## src/rtl/mux_n_to_1_reg.sv

```systemverilog
// mux_n_to_1_reg: registered NUM_CH:1 multiplexer with valid/ready handshaking.
// The channel is chosen by an explicit select (mode_i = 0) or round-robin
// (mode_i = 1), and the chosen word is held until downstream accepts it.
//
// Ports:
//   clk_i     clock, all state changes on the rising edge
//   rst_i     synchronous active-high reset
//   data_i    NUM_CH packed words, channel k at [k*DATA_WIDTH +: DATA_WIDTH]
//   valid_i   per-channel word valid
//   ready_o   per-channel accept (combinational, one-hot or zero)
//   mode_i    0 = explicit select, 1 = round-robin
//   select_i  channel index used in explicit mode
//   data_o    registered output word
//   chan_o    registered index of the channel that supplied data_o
//   valid_o   output register holds an unaccepted word
//   ready_i   downstream accept
module mux_n_to_1_reg #(
  parameter int unsigned DATA_WIDTH = 32,
  parameter int unsigned NUM_CH     = 4,
  parameter int unsigned SEL_WIDTH  = 2
) (
  input  logic                         clk_i,
  input  logic                         rst_i,
  input  logic [NUM_CH*DATA_WIDTH-1:0] data_i,
  input  logic [NUM_CH-1:0]            valid_i,
  output logic [NUM_CH-1:0]            ready_o,
  input  logic                         mode_i,
  input  logic [SEL_WIDTH-1:0]         select_i,
  output logic [DATA_WIDTH-1:0]        data_o,
  output logic [SEL_WIDTH-1:0]         chan_o,
  output logic                         valid_o,
  input  logic                         ready_i
);

  // Index space covered by a SEL_WIDTH-bit select; may exceed NUM_CH.
  localparam int unsigned PAD = 32'(1) << SEL_WIDTH;

  logic [PAD-1:0]        valid_pad;
  logic [DATA_WIDTH-1:0] words [PAD];
  logic [SEL_WIDTH-1:0]  rr_ptr;
  logic                  rr_found;
  logic [SEL_WIDTH-1:0]  rr_idx;
  logic                  sel_in_range;
  logic                  load_en;
  logic                  grant;
  logic [SEL_WIDTH-1:0]  cand;

  // Pad valid and data out to the full select range; missing channels read as idle zero.
  assign valid_pad = PAD'(valid_i);

  for (genvar k = 0; k < PAD; k++) begin : g_words
    if (k < NUM_CH) begin : g_real
      assign words[k] = data_i[k*DATA_WIDTH +: DATA_WIDTH];
    end else begin : g_pad
      assign words[k] = '0;
    end
  end

  // Output register may take a new word when empty or being drained this cycle.
  assign load_en      = !valid_o || ready_i;
  assign sel_in_range = 32'(select_i) < NUM_CH;

  // Round-robin search: first valid channel after rr_ptr, wrapping modulo NUM_CH.
  always_comb begin
    int unsigned pos;
    rr_found = 1'b0;
    rr_idx   = '0;
    pos      = 0;
    for (int unsigned i = 1; i <= NUM_CH; i++) begin
      pos = 32'(rr_ptr) + i;
      if (pos >= NUM_CH) begin
        pos = pos - NUM_CH;
      end
      if (!rr_found && valid_pad[SEL_WIDTH'(pos)]) begin
        rr_found = 1'b1;
        rr_idx   = SEL_WIDTH'(pos);
      end
    end
  end

  // Grant decision; reset and a full, stalled output register suppress it.
  always_comb begin
    grant = 1'b0;
    cand  = '0;
    if (mode_i) begin
      grant = rr_found;
      cand  = rr_idx;
    end else begin
      grant = sel_in_range && valid_pad[select_i];
      cand  = select_i;
    end
    grant = grant && load_en && !rst_i;
  end

  // One-hot accept towards the granted producer.
  always_comb begin
    ready_o = '0;
    for (int unsigned k = 0; k < NUM_CH; k++) begin
      ready_o[k] = grant && (cand == SEL_WIDTH'(k));
    end
  end

  // Output register and round-robin pointer.
  always_ff @(posedge clk_i) begin
    if (rst_i) begin
      data_o  <= '0;
      chan_o  <= '0;
      valid_o <= 1'b0;
      rr_ptr  <= SEL_WIDTH'(NUM_CH - 1);
    end else if (grant) begin
      data_o  <= words[cand];
      chan_o  <= cand;
      valid_o <= 1'b1;
      if (mode_i) begin
        rr_ptr <= cand;
      end
    end else if (load_en) begin
      valid_o <= 1'b0;
    end
  end

endmodule

```

## config.mk

```make
export PLATFORM = sky130hd
export DESIGN_NAME = mux_n_to_1_reg
export DESIGN_NICKNAME = d
export VERILOG_FILES = /design/src/rtl/mux_n_to_1_reg.sv
export SDC_FILE = /design/constraint.sdc
export NUM_CORES = 1
export LEC_CHECK = 0
export CORE_UTILIZATION = 37
export CTS_CLUSTER_DIAMETER = 40
export DETAILED_ROUTE_END_ITERATION = 8
export GPL_ROUTABILITY_DRIVEN = 0
export PLACE_DENSITY = 0.82
export SYNTH_ARGS = -nofsm -noshare
export SYNTH_HDL_FRONTEND = slang
export SYNTH_SLANG_ARGS = --single-unit
export TNS_END_PERCENT = 1
```

## constraint.sdc

```tcl
create_clock -name clk_i -period 2.2 [get_ports clk_i]
set_input_delay 0.44 -clock clk_i [delete_from_list [all_inputs] [get_ports clk_i]]
set_output_delay 0.44 -clock clk_i [all_outputs]
set_load 0.01 [all_outputs]
```

==> results of run 1 <==
cells in the mapped netlist (6+ instances only):
master                     instances
sky130_fd_sc_hd__buf_6             6
sky130_fd_sc_hd__o31ai_2           6
sky130_fd_sc_hd__clkbuf_1         13
sky130_fd_sc_hd__dfxtp_1          37
sky130_fd_sc_hd__o31ai_1          26
sky130_fd_sc_hd__a221oi_1         58
sky130_fd_sc_hd__a221oi_2          6
sky130_fd_sc_hd__and2_1           65
sky130_fd_sc_hd__buf_2            17
sky130_fd_sc_hd__nand3b_1         32
registers in the layout (all words and copies together) (netlist names):
register  count
valid_o       1
chan_o        2
data_o       32
rr_ptr        2
stage by stage:
step / cell area [µm²] / setup TNS (ns) / util [%]
2_1_floorplan: 2770 / 0 / -
3_3_place_gp: 4620 / -13.49 / 63.7
3_5_place_dp: 4620 / -16.48 / 63.7
4_1_cts: 4700 / 0 / 64.8
5_1_grt: 4700 / 0 / 64.8
6_report: 4700 / 0 / 64.8
critical path, stage by stage:
cell	delay [ns]
sky130_fd_sc_hd__dlygate4sd2_1	0.25
sky130_fd_sc_hd__mux4_2	0.21
sky130_fd_sc_hd__nand2b_1	0.05
sky130_fd_sc_hd__a221o_2	0.43
sky130_fd_sc_hd__nor3_2	0.16
sky130_fd_sc_hd__buf_2	0.14
cell type report:
cell class	count	area, µm²	area share (%)
clock buffers	8	80.1	1.70
multi-input cells	232	1860	39.5
repair buffers	197	1890	40.3
inverters	1	3.75	0.0799
flip-flops and latches	37	741	15.8
well taps	99	124	2.64
kinds of logic (layout without fill, tap and decap cells):
logic type / Yosys count / in the layout
multiplexers: 3 / 3
flip-flops: 37 / 37
AND/OR/NAND/NOR: 118 / 118
buffers and inverters: 41 / 206
AO/OA/AOI/OAI: 111 / 111
power breakdown:
part | leakage, nW | internal, mW | switching, mW
logic | 1.33 | 0.587 | 0.428
registers | 0.307 | 0.762 | 0.0470
clock network | 0.0395 | 0.225 | 0.227
timing repair:
item,4_1_cts,5_1_grt
resized for setup,35,14
setup endpoints to repair,38,13
pin swaps,2,4
cloned,0,0
metal layers:
| layer | up-vias | GRT usage (%) | wire, µm | share of wire, % |
|---|---|---|---|---|
| met3 | 22 | 5.50 | 677 | 7.2 |
| met2 | 131 | 42.7 | 4780 | 51 |
| li1 | 1545 | - | - | - |
| met4 | 0 | 8.80 | 282 | 3.0 |
| met5 | - | 0 | 0 | 0 |
| met1 | 1508 | 26.0 | 3660 | 39 |
path summary, 6_finish.rpt:
check | from | endpoint | slack (ns)
worst max-delay path | select_i[0] | ready_o[3] | 0.08
worst min-delay path | data_o[23] | data_o[23] | 0.49
worst max register to register | rr_ptr[0] | data_o[19] | 0.21
worst min register to register | data_o[23] | data_o[23] | 0.49
==> results.cfg, run 1 <==
[layout]
layoutNonFillerInstCount = 574
most_frequent_cells_in_the_layout = 164 x sky130_fd_sc_hd__clkdlybuf4s50_1, 65 x sky130_fd_sc_hd__and2_1, 58 x sky130_fd_sc_hd__a221oi_1, 37 x sky130_fd_sc_hd__dfxtp_1, 32 x sky130_fd_sc_hd__nand3b_1
post_route_cells_drive_above_1_share_pct = 13.1
syn_to_final_growth_pct = 69.6
inserted_diodes = 0
mostFrequentLayoutCell = sky130_fd_sc_hd__clkdlybuf4s50_1
finish.net_count = 612
layout.filler_cells = 615

[yosys]
fraction_of_the_mapped_netlist_area_in_compound_gates_pct = 35.5
synthesis.yosys.warnings = 0
seq_area_frac_synth_pct = 26.7
yosys.area.top_type = sky130_fd_sc_hd__dfxtp_1
synth_seq_cells = 37
synthMuxAreaShare_pct = 1.67
synth_async_sr_flop_share_pct = 0
post_synth_edffs = 0
mappedNetlistArea_mm2 = 0.00277
synth.avg_cell_area_um2 = 8.94
synth_top_area_share_pct = 26.7
ys.flop_type = sky130_fd_sc_hd__dfxtp_1
synth_fa_ha_area_share_pct = 0
synth_top_family_by_area = compound AO/OA/AOI/OAI gates
top_cells_by_area_in_the_synthesized_netlist = sky130_fd_sc_hd__dfxtp_1 27%, sky130_fd_sc_hd__a221oi_1 18%, sky130_fd_sc_hd__and2_1 15%, sky130_fd_sc_hd__nand3b_1 8.7%, sky130_fd_sc_hd__o31ai_1 7.0%
synthDistinctLibCells = 35
gate_count_post_synth = 310
yosys.area_share.simple_pct = 27.6
syn-num-nets = 448
synth_xor_xnor_area_share_pct = 0

[timing]
finalCritPeriodShare_pct = 96.2
final-max-slew-violation-count = 0
grt_setup_unrepaired = no
fin_worst_hold_slack_ns = 0.491
report.final.hold_viol_count = 0
total_of_endpoints_with_negative_setup_slack_in_the_final_report = 0
timing.slew.headroom_pct = 53.4
achievable-frequency_mhz = 473
worst_margin_slew_ns = 0.698
final.setup_skew_ns = 0.00540
setup_slack_ns = 0.0838
post-route-min-period_ns = 2.12

[route]
avgViaCountPerCell = 5.59
drt_pre_antenna_iters = 4
drc = 0
wire_per_inst_um = 16.4
initialDrtViolationCount = 94
final_antenna_net_count = 0
routed_wl_mm = 9.40
via_count = 3206

[clock_network]
cts_made_buffers = 5
tritoncts_num_sinks = 37
cts-hold-fix-buffers = 0
tritoncts = yes
post_cts_buffers = 0
clock_tree.root_cell = sky130_fd_sc_hd__clkbuf_8
clk_path_buf_depth = 2
h-tree-depth = 2
clkTransAtPathRegs_ns = 0.07
clkLatencyLatePin_ns = 0.28

[global_route]
grtUsageTotal_pct = 23.3
grt_first_pass_wirelength_mm = 14.3
via_count_of_the_first_global_routing_pass = 3057
grt_start_max_net_pins = 65
antenna_found_initial = 0
grt.overflow.total = 0

[setup_path]
path_max_fanout = 6
setup.worst_path.start_class = input pin
worst_ep_required_time_ns = 1.76
category_of_the_most_critical_setup_path = input pin to primary output
worst-endpoint-arrival_ns = 1.68
worst-r2r-cell-count = 6
setup.worst_path.end_class = primary output

[outcome]
run_status = completed

[placed_design]
preCtsSetupSlack_ns = -0.715
placedCellCount = 566
detailed_place_hpwl_mm = 6.79
buffer_ports.inserted = 176

[worst_hold_path]
whs_path_depth = 2
worst_hold_path_type = flop to flop

[floorplan]
die-area_mm2 = 0.00784
num_rows = 31
ios = 177
die_h_um = 88.5
initial_utilization_pct = 38.2
floorplan.core_area_mm2 = 0.00725
fp.dieW_um = 88.5

[power_and_ir_drop]
total_leakage_power_nw = 1.67
powerDensity_mw_per_mm2 = 484
ir_drop_uv = 242
power_mw = 2.28

[job]
number_of_maximum_capacitance_violations = 0
Power figures use the tool's default switching activity.
==> inputs of run 2 (changes only) <==
--- a/config.mk
+++ b/config.mk
@@ -5,6 +5,7 @@
 export SDC_FILE = /design/constraint.sdc
 export NUM_CORES = 1
 export LEC_CHECK = 0
+export CORE_MARGIN = 2
 export CORE_UTILIZATION = 37
 export CTS_CLUSTER_DIAMETER = 40
 export DETAILED_ROUTE_END_ITERATION = 8
==> results.cfg, run 2 (synthesis gave the netlist of run 1 again) <==
[outcome]
run_status = completed

[timing]
timing.slew.headroom_pct = 53.6
achievable-frequency_mhz = 458
total_of_endpoints_with_negative_setup_slack_in_the_final_report = 0
final.setup_skew_ns = 0.00360
fin_setup_tns_ns = 0
final-max-slew-violation-count = 0
grt_setup_unrepaired = yes
post-route-min-period_ns = 2.18
report.final.hold_viol_count = 0
worst_margin_slew_ns = 0.696
finalCritPeriodShare_pct = 99.3

[layout]
final_core_utilization_pct = 65.1
finish.net_count = 616
largest_register_ff_count = 32
most_frequent_cells_in_the_layout = 165 x sky130_fd_sc_hd__clkdlybuf4s50_1, 65 x sky130_fd_sc_hd__and2_1, 58 x sky130_fd_sc_hd__a221oi_1, 37 x sky130_fd_sc_hd__dfxtp_1, 32 x sky130_fd_sc_hd__nand3b_1
post_route_cells_drive_above_1_share_pct = 13.4
inserted_diodes = 0
layoutNonFillerInstCount = 578
max_flop_register = data_o
syn_to_final_growth_pct = 70.5
layout_top_registers = data_o x32, chan_o x2, rr_ptr x2
mostFrequentLayoutCell = sky130_fd_sc_hd__clkdlybuf4s50_1

[global_route]
grt_first_pass_wirelength_mm = 15.5
via_count_of_the_first_global_routing_pass = 3285
antenna_found_initial = 0
grt.overflow.total = 0
grt_start_max_net_pins = 65
grtUsageTotal_pct = 22.9

[worst_hold_path]
launch_instance_of_the_worst_min_delay_path = data_o[27]
whs_path_depth = 2
hold_end = data_o[27]
worst_hold_path_type = flop to flop

[placed_design]
detailed_place_hpwl_mm = 7.04
buffer_ports.inserted = 176
placedCellCount = 569

[route]
via_count = 3196
routed_wl_mm = 9.60
avgViaCountPerCell = 5.53
initialDrtViolationCount = 105
drc = 0
drt_pre_antenna_iters = 4
wire_per_inst_um = 16.6
final_antenna_net_count = 0

[clock_network]
tritoncts = yes
clkTransAtPathRegs_ns = 0.06
tritoncts_num_sinks = 37
clkLatencyLatePin_ns = 0.27
cts_made_buffers = 5
cts-hold-fix-buffers = 0
h-tree-depth = 2
clock_tree.root_cell = sky130_fd_sc_hd__clkbuf_8
clk_path_buf_depth = 2

[job]
number_of_maximum_capacitance_violations = 0

[power_and_ir_drop]
power_mw = 2.27
total_leakage_power_nw = 1.68
ir_drop_uv = 238
powerDensity_mw_per_mm2 = 481

[setup_path]
worst-endpoint-arrival_ns = 1.74
critical_path.reg2reg.startpoint = rr_ptr[0]
path_max_fanout = 5
worst-r2r-cell-count = 7
regToRegEndpoint = data_o[8]
setup.worst_path.end_class = primary output
worst_ep_required_time_ns = 1.76
category_of_the_most_critical_setup_path = input pin to primary output
setup.worst_path.start_class = input pin
ff2ff_setup_slack_ns = 0.24

[floorplan]
die-area_mm2 = 0.00819
ios = 177
floorplan.core_area_mm2 = 0.00725
num_rows = 31
die_h_um = 90.5
fp.dieW_um = 90.5
initial_utilization_pct = 38.2
==> run 2: area by class of cell <==
cell class / instances / area (µm²)
fillers: 622 / 2530
repair buffers: 201 / 1940
multi-input cells: 232 / 1840
flip-flops and latches: 37 / 741
well taps: 99 / 124
clock buffers: 8 / 80.1
inverters: 1 / 3.75
==> run 2: timing repair <==
item,4_1_cts,5_1_grt
endpoints found under the setup margin,38,11
gates resized for setup,38,3
pin swaps,2,0
cloned,0,0
buffers inserted,1,0
==> run 2: critical path: stages <==
cell,delay [ns]
sky130_fd_sc_hd__clkdlybuf4s50_1,0.49
sky130_fd_sc_hd__inv_1,0.05
sky130_fd_sc_hd__a221o_2,0.44
sky130_fd_sc_hd__nor3_2,0.17
sky130_fd_sc_hd__buf_2,0.15
==> run 2: how the worst max path moves through the flow <==
| stage | end | slack [ns] | start | cells past startpoint |
|---|---|---|---|---|
| final | ready_o[1] | 0.02 | ready_i | 5 |
| after detailed placement | ready_o[1] | -0.76 | valid_i[1] | 6 |
| after global routing | ready_o[1] | -0.05 | ready_i | 5 |
| after floorplan | ready_o[0] | 0.08 | select_i[1] | 6 |
| after CTS | ready_o[1] | 0.008 | ready_i | 5 |
| after global placement | ready_o[1] | -0.65 | valid_i[1] | 6 |
==> run 2: metal layers <==
metal | GRT usage, % | wire length, µm | vias up
li1 | - | - | 1553
met1 | 25.7 | 3830 | 1514
met2 | 42.0 | 5000 | 113
met3 | 5.34 | 518 | 16
met4 | 7.95 | 247 | 0
met5 | 0 | 0 | -
==> run 2: per-stage QoR <==
step / hold slack, ns / worst slack, ns / area [µm²]
final: 0.491 / 0.0156 / 4720
after global routing: 0.516 / -0.0480 / 4720
after CTS: 0.494 / 0.00819 / 4720
after detailed placement: 0.477 / -0.759 / 4640
after global placement: 0.469 / -0.651 / 4640
after floorplan: 0.511 / 0.0777 / 2770
==> run 2: power breakdown <==
group / switching [mW] / internal, mW / total, mW
clock network: 0.218 / 0.225 / 0.443
registers: 0.0467 / 0.762 / 0.809
logic: 0.429 / 0.592 / 1.02
==> inputs of run 3 (changes only) <==
--- a/config.mk
+++ b/config.mk
@@ -5,6 +5,7 @@
 export SDC_FILE = /design/constraint.sdc
 export NUM_CORES = 1
 export LEC_CHECK = 0
+export ABC_AREA = 0
 export CORE_MARGIN = 2
 export CORE_UTILIZATION = 37
 export CTS_CLUSTER_DIAMETER = 40
==> constraint.sdc (replaced) <==
create_clock -name clk_i -period 2.1 [get_ports clk_i]
set_input_delay 0.42 -clock clk_i [delete_from_list [all_inputs] [get_ports clk_i]]
set_output_delay 0.42 -clock clk_i [all_outputs]
set_load 0.01 [all_outputs]
==> results.cfg, run 3 (synthesis gave the netlist of run 1 again) <==
[setup_path]
setup.worst_path.start_class = input pin
worst-r2r-cell-count = 8
critPathSlowestCell = sky130_fd_sc_hd__a221o_2
worst_ep_required_time_ns = 1.68
category_of_the_most_critical_setup_path = input pin to primary output
critical_path.cell_chain = buf_6, mux4_2, nand2b_1, a221o_2, nor3_2, buf_2
worstPathBufferInverterCount = 2
worst-endpoint-arrival_ns = 1.67
setup.worst_path.end_class = primary output
critical-path-top-delay-family = compound AO/OA/AOI/OAI gates
worstSetupStartpoint = select_i[1]
capturing_element_of_the_worst_setup_path = ready_o[0]
path_max_fanout = 6
ff2ff_setup_slack_ns = 0.17
crit_cells = 6
worst_path_largest_cell_delay_ns = 0.43
regToRegEndpoint = data_o[7]
critical_path.reg2reg.startpoint = rr_ptr[0]

[outcome]
run_status = completed

[power_and_ir_drop]
power_report.internal_total_mw = 1.66
comb_power_share_pct = 45.0
power_switching_mw = 0.741
ir_drop_uv = 221
power.switching_fraction_pct = 30.9
powerDensity_mw_per_mm2 = 509
power_frac_clock_pct = 19.7
total_leakage_power_nw = 1.68
p_seq_share_pct = 35.3

[placed_design]
postPlaceCellArea_mm2 = 0.00465
preCtsSetupSlack_ns = -0.818
placedCellCount = 570
detailed_place_hpwl_mm = 7.18
buffer_ports.inserted = 176

[floorplan]
num_rows = 31
fp.dieW_um = 90.5
die-area_mm2 = 0.00819
ios = 177
initial_utilization_pct = 38.2
die_h_um = 90.5
floorplan.core_area_mm2 = 0.00725

[route]
via_count = 3231
wire_per_inst_um = 17.0
routed_wl_mm = 9.81
avgViaCountPerCell = 5.59
final_antenna_net_count = 0
drt_pre_antenna_iters = 5
initialDrtViolationCount = 76
drc = 0

[timing]
post-route-min-period_ns = 2.09
grt_setup_unrepaired = yes
fin_worst_hold_slack_ns = 0.492
finalCritPeriodShare_pct = 99.6
achievable-frequency_mhz = 478
timing.slew.headroom_pct = 66.1
setup_slack_ns = 0.00834
report.final.hold_viol_count = 0
final-max-slew-violation-count = 0
total_of_endpoints_with_negative_setup_slack_in_the_final_report = 0
worst_margin_slew_ns = 0.509
final.setup_skew_ns = 0.00458

[layout]
layoutNonFillerInstCount = 578
finish.net_count = 616
post_route_cells_drive_above_1_share_pct = 14.2
layout_top_registers = data_o x32, chan_o x2, rr_ptr x2
final_std_cell_area_no_fill_mm2 = 0.00472
mostFrequentLayoutCell = sky130_fd_sc_hd__clkdlybuf4s50_1
largest_register_ff_count = 32
layout.area.seq_um2 = 742
max_flop_register = data_o
final_core_utilization_pct = 65.1
multi_input_area_mm2 = 0.00184
inserted_diodes = 0
most_frequent_cells_in_the_layout = 164 x sky130_fd_sc_hd__clkdlybuf4s50_1, 64 x sky130_fd_sc_hd__and2_1, 58 x sky130_fd_sc_hd__a221oi_1, 36 x sky130_fd_sc_hd__dfxtp_1, 32 x sky130_fd_sc_hd__nand3b_1
syn_to_final_growth_pct = 70.6
layout.filler_cells = 640

[clock_network]
cts_made_buffers = 5
clk_path_buf_depth = 2
tritoncts_num_sinks = 37
tritoncts = yes
post_cts_buffers = 0
h-tree-depth = 2
clock_tree.root_cell = sky130_fd_sc_hd__clkbuf_8
clkLatencyLatePin_ns = 0.28
clkTransAtPathRegs_ns = 0.07
cts-hold-fix-buffers = 0

[global_route]
via_count_of_the_first_global_routing_pass = 3223
grt_start_max_net_pins = 65
grt.overflow.total = 0
grt_first_pass_wirelength_mm = 15.6
grtUsageTotal_pct = 23.1
antenna_found_initial = 0

[job]
number_of_maximum_capacitance_violations = 0

[worst_hold_path]
worst_hold_path_type = flop to flop
==> run 3: changes by cell type in the layout (fill, tap and decap cells not counted), moves of 2 or more <==
cell,change
sky130_fd_sc_hd__buf_6,+2
sky130_fd_sc_hd__buf_2,+4
sky130_fd_sc_hd__clkdlybuf4s15_2,-3
sky130_fd_sc_hd__buf_4,-2
==> run 3: power groups by stage <==
stage,clock network (mW),logic (mW),registers (mW)
floorplan,0,0.467,0.904
global placement,0,1.06,0.859
detailed placement,0,1.08,0.863
CTS,0.487,1.08,0.848
global route,0.521,1.17,0.859
finish,0.474,1.08,0.848
==> run 3: layout make-up <==
cell class / instances / share of cell area (%)
well taps: 99 / 2.62
flip-flops and latches: 37 / 15.7
clock buffers: 8 / 1.69
multi-input cells: 232 / 39.0
inverters: 1 / 0.0794
repair buffers: 201 / 40.9
==> run 3: worst min-delay path: cells and delay by family, from the launching register on <==
family           cells  cell delay (ns)
AO/OA/AOI/OAI        1             0.06
AND/OR/NAND/NOR      1             0.07
flip-flops           1             0.31
==> run 3: stage by stage <==
step           power (mW)  TNS (ns)
3_5_place_dp         1.94    -19.53
3_3_place_gp         1.92    -16.98
5_1_grt              2.55   -0.0279
4_1_cts              2.41         0
6_report             2.40         0
2_1_floorplan        1.37         0
==> run 3: repair_timing <==
action / 4_1_cts / 5_1_grt
endpoints found under the setup margin: 38 / 20
gates resized for setup: 48 / 13
pin swaps: 2 / 5
==> run 3: worst min path at each step <==
stage / start / endpoint / slack [ns] / depth (start not counted)
finish: data_o[26] / data_o[26] / 0.49 / 2
CTS: data_o[26] / data_o[26] / 0.49 / 2
floorplan: data_o[14] / data_o[14] / 0.51 / 2
global placement: data_o[27] / data_o[27] / 0.47 / 2
global route: data_o[24] / data_o[24] / 0.52 / 2
detailed placement: data_o[26] / data_o[26] / 0.48 / 2
==> run 3: layer usage <==
metal  global-route usage, %  share of wire, %
met5                       0                 0
met2                    42.5                51
met3                    4.76               6.3
met1                    25.8                39
met4                    9.62               3.7
